$ cat config.mk
export PLATFORM = sky130hd
export DESIGN_NAME = aes_round_key_cache
export DESIGN_NICKNAME = d
export VERILOG_FILES = /design/src/rtl/aes_round_key_cache.sv
export SDC_FILE = /design/constraint.sdc
export NUM_CORES = 2
export LEC_CHECK = 0
export CORE_MARGIN = 2
export CORE_UTILIZATION = 40
export CTS_BUF_LIST = sky130_fd_sc_hd__clkbuf_8 sky130_fd_sc_hd__clkbuf_16
export CTS_CLUSTER_DIAMETER = 120
export CTS_CLUSTER_SIZE = 12
export DETAILED_ROUTE_END_ITERATION = 8
export GPL_ROUTABILITY_DRIVEN = 0
export HOLD_SLACK_MARGIN = 0.03
export SLEW_MARGIN = 20
export SYNTH_ARGS = -nofsm -noshare
export SYNTH_HDL_FRONTEND = slang
export SYNTH_SLANG_ARGS = --single-unit
$ cat constraint.sdc
create_clock -name clk -period 2.18 [get_ports clk]
set_clock_uncertainty 0.05 [all_clocks]
set_input_delay 0.436 -clock clk [delete_from_list [all_inputs] [get_ports clk]]
set_output_delay 0.436 -clock clk [all_outputs]
set_load 0.01 [all_outputs]
$ cat src/rtl/aes_round_key_cache.sv
// Expands one AES-128 key through an external key memory and buffers all round keys for indexed reads.
// Latency: keys_ready 12+KM_LAT edges after key accept; rd_key is registered, 1 cycle after rd_round.
// Backpressure: key_ready is low from accept until the buffer is complete; key_valid is ignored meanwhile.
module aes_round_key_cache #(
    parameter int KM_LAT  = 1,
    parameter int NROUNDS = 10
) (
    input  logic         clk,
    input  logic         rst_n,
    input  logic [127:0] key_in,
    input  logic         key_valid,
    output logic         key_ready,
    output logic [3:0]   km_times,
    output logic [127:0] km_key,
    input  logic [127:0] km_keyout,
    output logic         keys_ready,
    input  logic [3:0]   rd_round,
    output logic [127:0] rd_key
);

    typedef enum logic [2:0] {IDLE, LOAD, GEN, DRAIN, READY} state_t;

    localparam logic [3:0] LAST      = 4'(NROUNDS);
    localparam int         DRAIN_END = (KM_LAT > 0) ? KM_LAT - 1 : 0;

    state_t         state;
    state_t         state_nxt;
    logic [1:0]     drain_cnt;
    logic [3:0]     km_times_nxt;
    logic           key_ready_nxt;
    logic           keys_ready_nxt;
    logic           accept;
    logic           cap_vld;
    logic [3:0]     cap_idx;
    logic [127:0]   rk [NROUNDS+1];

    assign accept = key_valid & key_ready;

    always_ff @(posedge clk or negedge rst_n) begin
        if (!rst_n) begin
            state      <= IDLE;
            drain_cnt  <= '0;
            km_times   <= '0;
            key_ready  <= 1'b0;
            keys_ready <= 1'b0;
        end else begin
            state      <= state_nxt;
            drain_cnt  <= (state == DRAIN && state_nxt == DRAIN) ? drain_cnt + 2'd1 : 2'd0;
            km_times   <= km_times_nxt;
            key_ready  <= key_ready_nxt;
            keys_ready <= keys_ready_nxt;
        end
    end

    always_comb begin
        state_nxt = state;
        case (state)
            IDLE:    if (accept) state_nxt = LOAD;
            LOAD:    state_nxt = GEN;
            GEN:     if (km_times == LAST) state_nxt = (KM_LAT == 0) ? READY : DRAIN;
            DRAIN:   if (drain_cnt == 2'(DRAIN_END)) state_nxt = READY;
            READY:   if (accept) state_nxt = LOAD;
            default: state_nxt = IDLE;
        endcase
    end

    // Ready flags rise one edge after READY entry so the last capture has landed before anyone reads.
    always_comb begin
        km_times_nxt   = '0;
        key_ready_nxt  = 1'b0;
        keys_ready_nxt = 1'b0;
        case (state_nxt)
            GEN:     km_times_nxt = (state == LOAD) ? 4'd1 : km_times + 4'd1;
            DRAIN:   km_times_nxt = LAST;
            default: km_times_nxt = '0;
        endcase
        keys_ready_nxt = (state == READY) && (state_nxt == READY);
        key_ready_nxt  = (state_nxt == IDLE) || keys_ready_nxt;
    end

    generate
        if (KM_LAT == 0) begin : g_comb
            assign cap_vld = (km_times != 4'd0);
            assign cap_idx = km_times;
        end else begin : g_pipe
            logic [KM_LAT-1:0] tag_vld;
            logic [3:0]        tag_idx [KM_LAT];

            always_ff @(posedge clk or negedge rst_n) begin
                if (!rst_n) begin
                    for (int i = 0; i < KM_LAT; i++) begin
                        tag_vld[i] <= 1'b0;
                        tag_idx[i] <= '0;
                    end
                end else begin
                    tag_vld[0] <= (km_times != 4'd0);
                    tag_idx[0] <= km_times;
                    for (int i = 1; i < KM_LAT; i++) begin
                        tag_vld[i] <= tag_vld[i-1];
                        tag_idx[i] <= tag_idx[i-1];
                    end
                end
            end

            assign cap_vld = tag_vld[KM_LAT-1];
            assign cap_idx = tag_idx[KM_LAT-1];
        end
    endgenerate

    always_ff @(posedge clk or negedge rst_n) begin
        if (!rst_n) begin
            km_key <= '0;
            rd_key <= '0;
            for (int i = 0; i <= NROUNDS; i++) rk[i] <= '0;
        end else begin
            if (accept) begin
                km_key <= key_in;
                rk[0]  <= key_in;
            end
            if (cap_vld) rk[cap_idx] <= km_keyout;
            rd_key <= (rd_round <= LAST) ? rk[rd_round] : '0;
        end
    end

endmodule

==> results.md <==
* Ratio of cells with drive above 1 in the final layout at 0.330
* Syn nets at 5720
* Core ar. at 183000 sq um
* Worst r2r src: cap_idx[3]$_DFF_PN0_
* Port bufs at 524
* Main combinational cell family by area after synthesis: multiplexers
* Critical-path cell list: or3b_4 > or2_4 > buf_12 > mux2_4
* Yosys top cell by area: dfrtp_1
* M1 GR Usage at 0.302
* Synth Warn # at 0
* Clock latency on the worst-skew pair at 0.82 ns
* Drt total wl at 209000 um
* Layout fillers at 16100
* Startpoint Class: register
* Initial antenna violation count at 12
* Syn avg cell area at 13.6 sq um
* Fin. Hold Viols at 0
* Max Cap Viol at 0
* Initial core utilization at 0.403
* Power share of the clock group at 0.226
* Status: completed
* Root Buffer: clkbuf_16
* Int Pwr at 77.1 mW
* Total track usage at 0.223
* Leakage at 42.5 nW
* Top post-synthesis cells by count: 1680 x dfrtp_1, 1040 x mux2_2, 519 x nand2_1
* CTS Buffer Depth at 3
* H-tree Lvls at 4
* Wirelength per Cell at 24.7 um
* Hold_sp: key_in[16]
* Area grow syn2layout at 19.8%
* Die height at 434 um
* Synth top area share at 0.569
* Residual DRC count at 0
* Die width at 434 um
* Mapped Area at 73900 sq um
* Reg area at 42100 sq um
* Hold/Removal Path Class: in2reg
* Most common cell in the synthesized netlist: dfrtp_1
* Min Tclk post-route at 2.15 ns
* CP Max Fanout at 39
* F_max at 466 MHz
* Comb pwr share at 0.313
* CTS tree: done
* CP max stage cell: or3b_4
* Peak VDD IR at 0.726 mV
* CTS buffer count at 158
* Worst Setup Path Type: reg2reg
* Vias per std cell at 5.44
* Setup tns final at 0 ns
* Compound-Gate Fraction of Synth Area at 0.0636
* WP data required at 2.81 ns
* GR Layer Usage met2 at 0.377
* Synthesized netlist cell count at 5453
* Die area at 188000 sq um
* Main synth FF type: dfrtp_1
* Top Family by Delay on Critical Path: simple AND/OR/NAND/NOR gates
* Switching power at 33.8 mW
* Post-DP HPWL at 141000 um
* Worst setup EP type: register
* Sequential-to-total area share from yosys stat at 0.569
* Synth unique cells at 36
* CP Data Arrival Time at 2.78 ns
* # setup viols final at 0
* Worst Path Buf+Inv at 1
* Unrepaired setup endpoints after global routing: false
* Area contributors post-synth: dfrtp_1 57%, mux2_2 16%, mux2i_1 5.2%
* Measured slew at the worst slew-check pin at 0.635 ns
* Fin crit share at 0.984
* Flop pwr share at 0.461
* Simple-gate portion of the synthesized area at 0.0356
* Post-Synth Adder-Cell Area at 0.000677
* Post-synth EDFFs at 0
* Net Sw Frac at 0.305
* #FFs+latches synth at 1680
* Largest net degree at the start of global routing at 108
* # IOs at 525
* Mux share of post-synthesis cell area at 0.298
* DR vias at 46100
* First-pass GRT wire length at 318000 um
* Critical Path Max Stage Delay at 0.45 ns
* Cell area after layout at 88600 sq um
* Clock Sinks at 1680
* Pwr per Cell Area at 1250 nW/um^2
* Worst setup startpoint: cap_idx[3]$_DFF_PN0_
* Busiest grt layer: met2
* FP Rows at 157
* Vias in the first global route at 49200
* Grt ovf at 0
* M3 GR Usage at 0.0295
* TritonRoute pass-1 iters at 5
* # nets final at 6254
* Max-slew headroom at 0.576
* Clock slew at reported path FFs at 0.06 ns
* Iteration-0 DRC Markers at 2946
* Max Slew Vio Count at 0
* XOR/XNOR Fraction of Synth Area at 0.000118
* Multi-input gate area at 29600 sq um
* Asr flop ratio synth at 1.00
* Post-route ant nets at 0
* DP Area at 84500 sq um
==> cells by family (layout without fill, tap and decap cells) <==
| group | after synthesis | in the layout |
|---|---|---|
| compound gates | 777 | 777 |
| fa+ha+maj | 4 | 4 |
| xor+xnor | 1 | 1 |
| buf+inv | 515 | 1064 |
| simple gates | 683 | 683 |
| mux | 1793 | 1793 |
| other cells | 0 | 6 |
| flops | 1680 | 1680 |
==> worst paths after layout <==
path	end	slack (ns)	cells past startpoint
setup / recovery	register	0.03	4
hold / removal	km_key[16]$_DFFE_PN0P_	0.13	3
setup reg to reg	register	0.03	4
hold reg to reg	drain_cnt[0]$_DFF_PN0_	0.38	1
max in group asynchronous	asynchronous set/reset pin	0.95	4
min in group asynchronous	asynchronous set/reset pin	0.14	2
==> per-stage QoR <==
| step | std cells | power [mW] | util | hold slack (ns) | setup slack [ns] |
|---|---|---|---|---|---|
| after floorplan | 5453 | 73.7 | - | 0.0904 | 0.255 |
| after global placement | 8285 | 86.4 | 0.461 | 0.272 | -0.142 |
| after detailed placement | 8285 | 87.7 | 0.461 | 0.273 | -0.199 |
| after CTS | 8464 | 112 | 0.483 | 0.0513 | 0.00716 |
| after global routing | 8470 | 117 | 0.483 | 0.0950 | 0.00356 |
| final | 8472 | 111 | 0.483 | 0.131 | 0.0347 |
==> power groups by stage <==
| stage | logic [mW] | registers [mW] | clock network (mW) |
|---|---|---|---|
| finish | 34.7 | 51.1 | 25.1 |
| CTS | 35.1 | 51.1 | 25.8 |
| global placement | 35.3 | 51.1 | 0 |
| detailed placement | 36.2 | 51.5 | 0 |
| global route | 37.8 | 52.6 | 27.0 |
| floorplan | 23.9 | 49.8 | 0 |
==> worst min-delay path: stages <==
cell	delay (ns)
clkdlybuf4s50_1	0.40
nand2_1	0.08
nand2_1	0.05
==> final cells by class <==
cell class | instances | area share
Antenna cell | 6 | 0.000170
Clock buffer | 160 | 0.0451
Clock inverter | 15 | 0.00348
Inverter | 6 | 0.000311
Multi-Input combinational cell | 3258 | 0.334
Sequential cell | 1680 | 0.475
Tap cell | 2464 | 0.0348
Timing Repair Buffer | 883 | 0.107
==> routing by layer <==
| layer | share of wire | wire [um] | vias up |
|---|---|---|---|
| met3 | 0.034 | 7160 | 286 |
| met1 | 0.44 | 93100 | 24600 |
| met2 | 0.50 | 104000 | 870 |
| met5 | 0.000033 | 7 | - |
| met4 | 0.024 | 5040 | 2 |
| li1 | - | - | 20400 |
==> timing repair <==
action | CTS | global route
setup endpoints to repair | 281 | 17
pin swaps | 0 | 1
hold endpoints to repair | 1073 | 0
resized for setup | 283 | 1
setup buffers | 2 | 2
hold buffers | 2 | 0
==> cell usage in the layout (no fill, tap or decap), types with 133 or more instances in the layout <==
cell,Yosys,routed
buf_12,0,149
a21oi_1,259,259
clkdlybuf4s50_1,0,258
mux2_2,1040,1040
nand2_1,519,518
o21ai_0,257,257
clkbuf_16,0,159
dlygate4sd2_1,0,259
buf_4,16,207
dfrtp_1,1680,1663
mux2i_1,385,385
mux2_4,240,240
nor2_1,140,133
(Power assumes the default switching activity.)
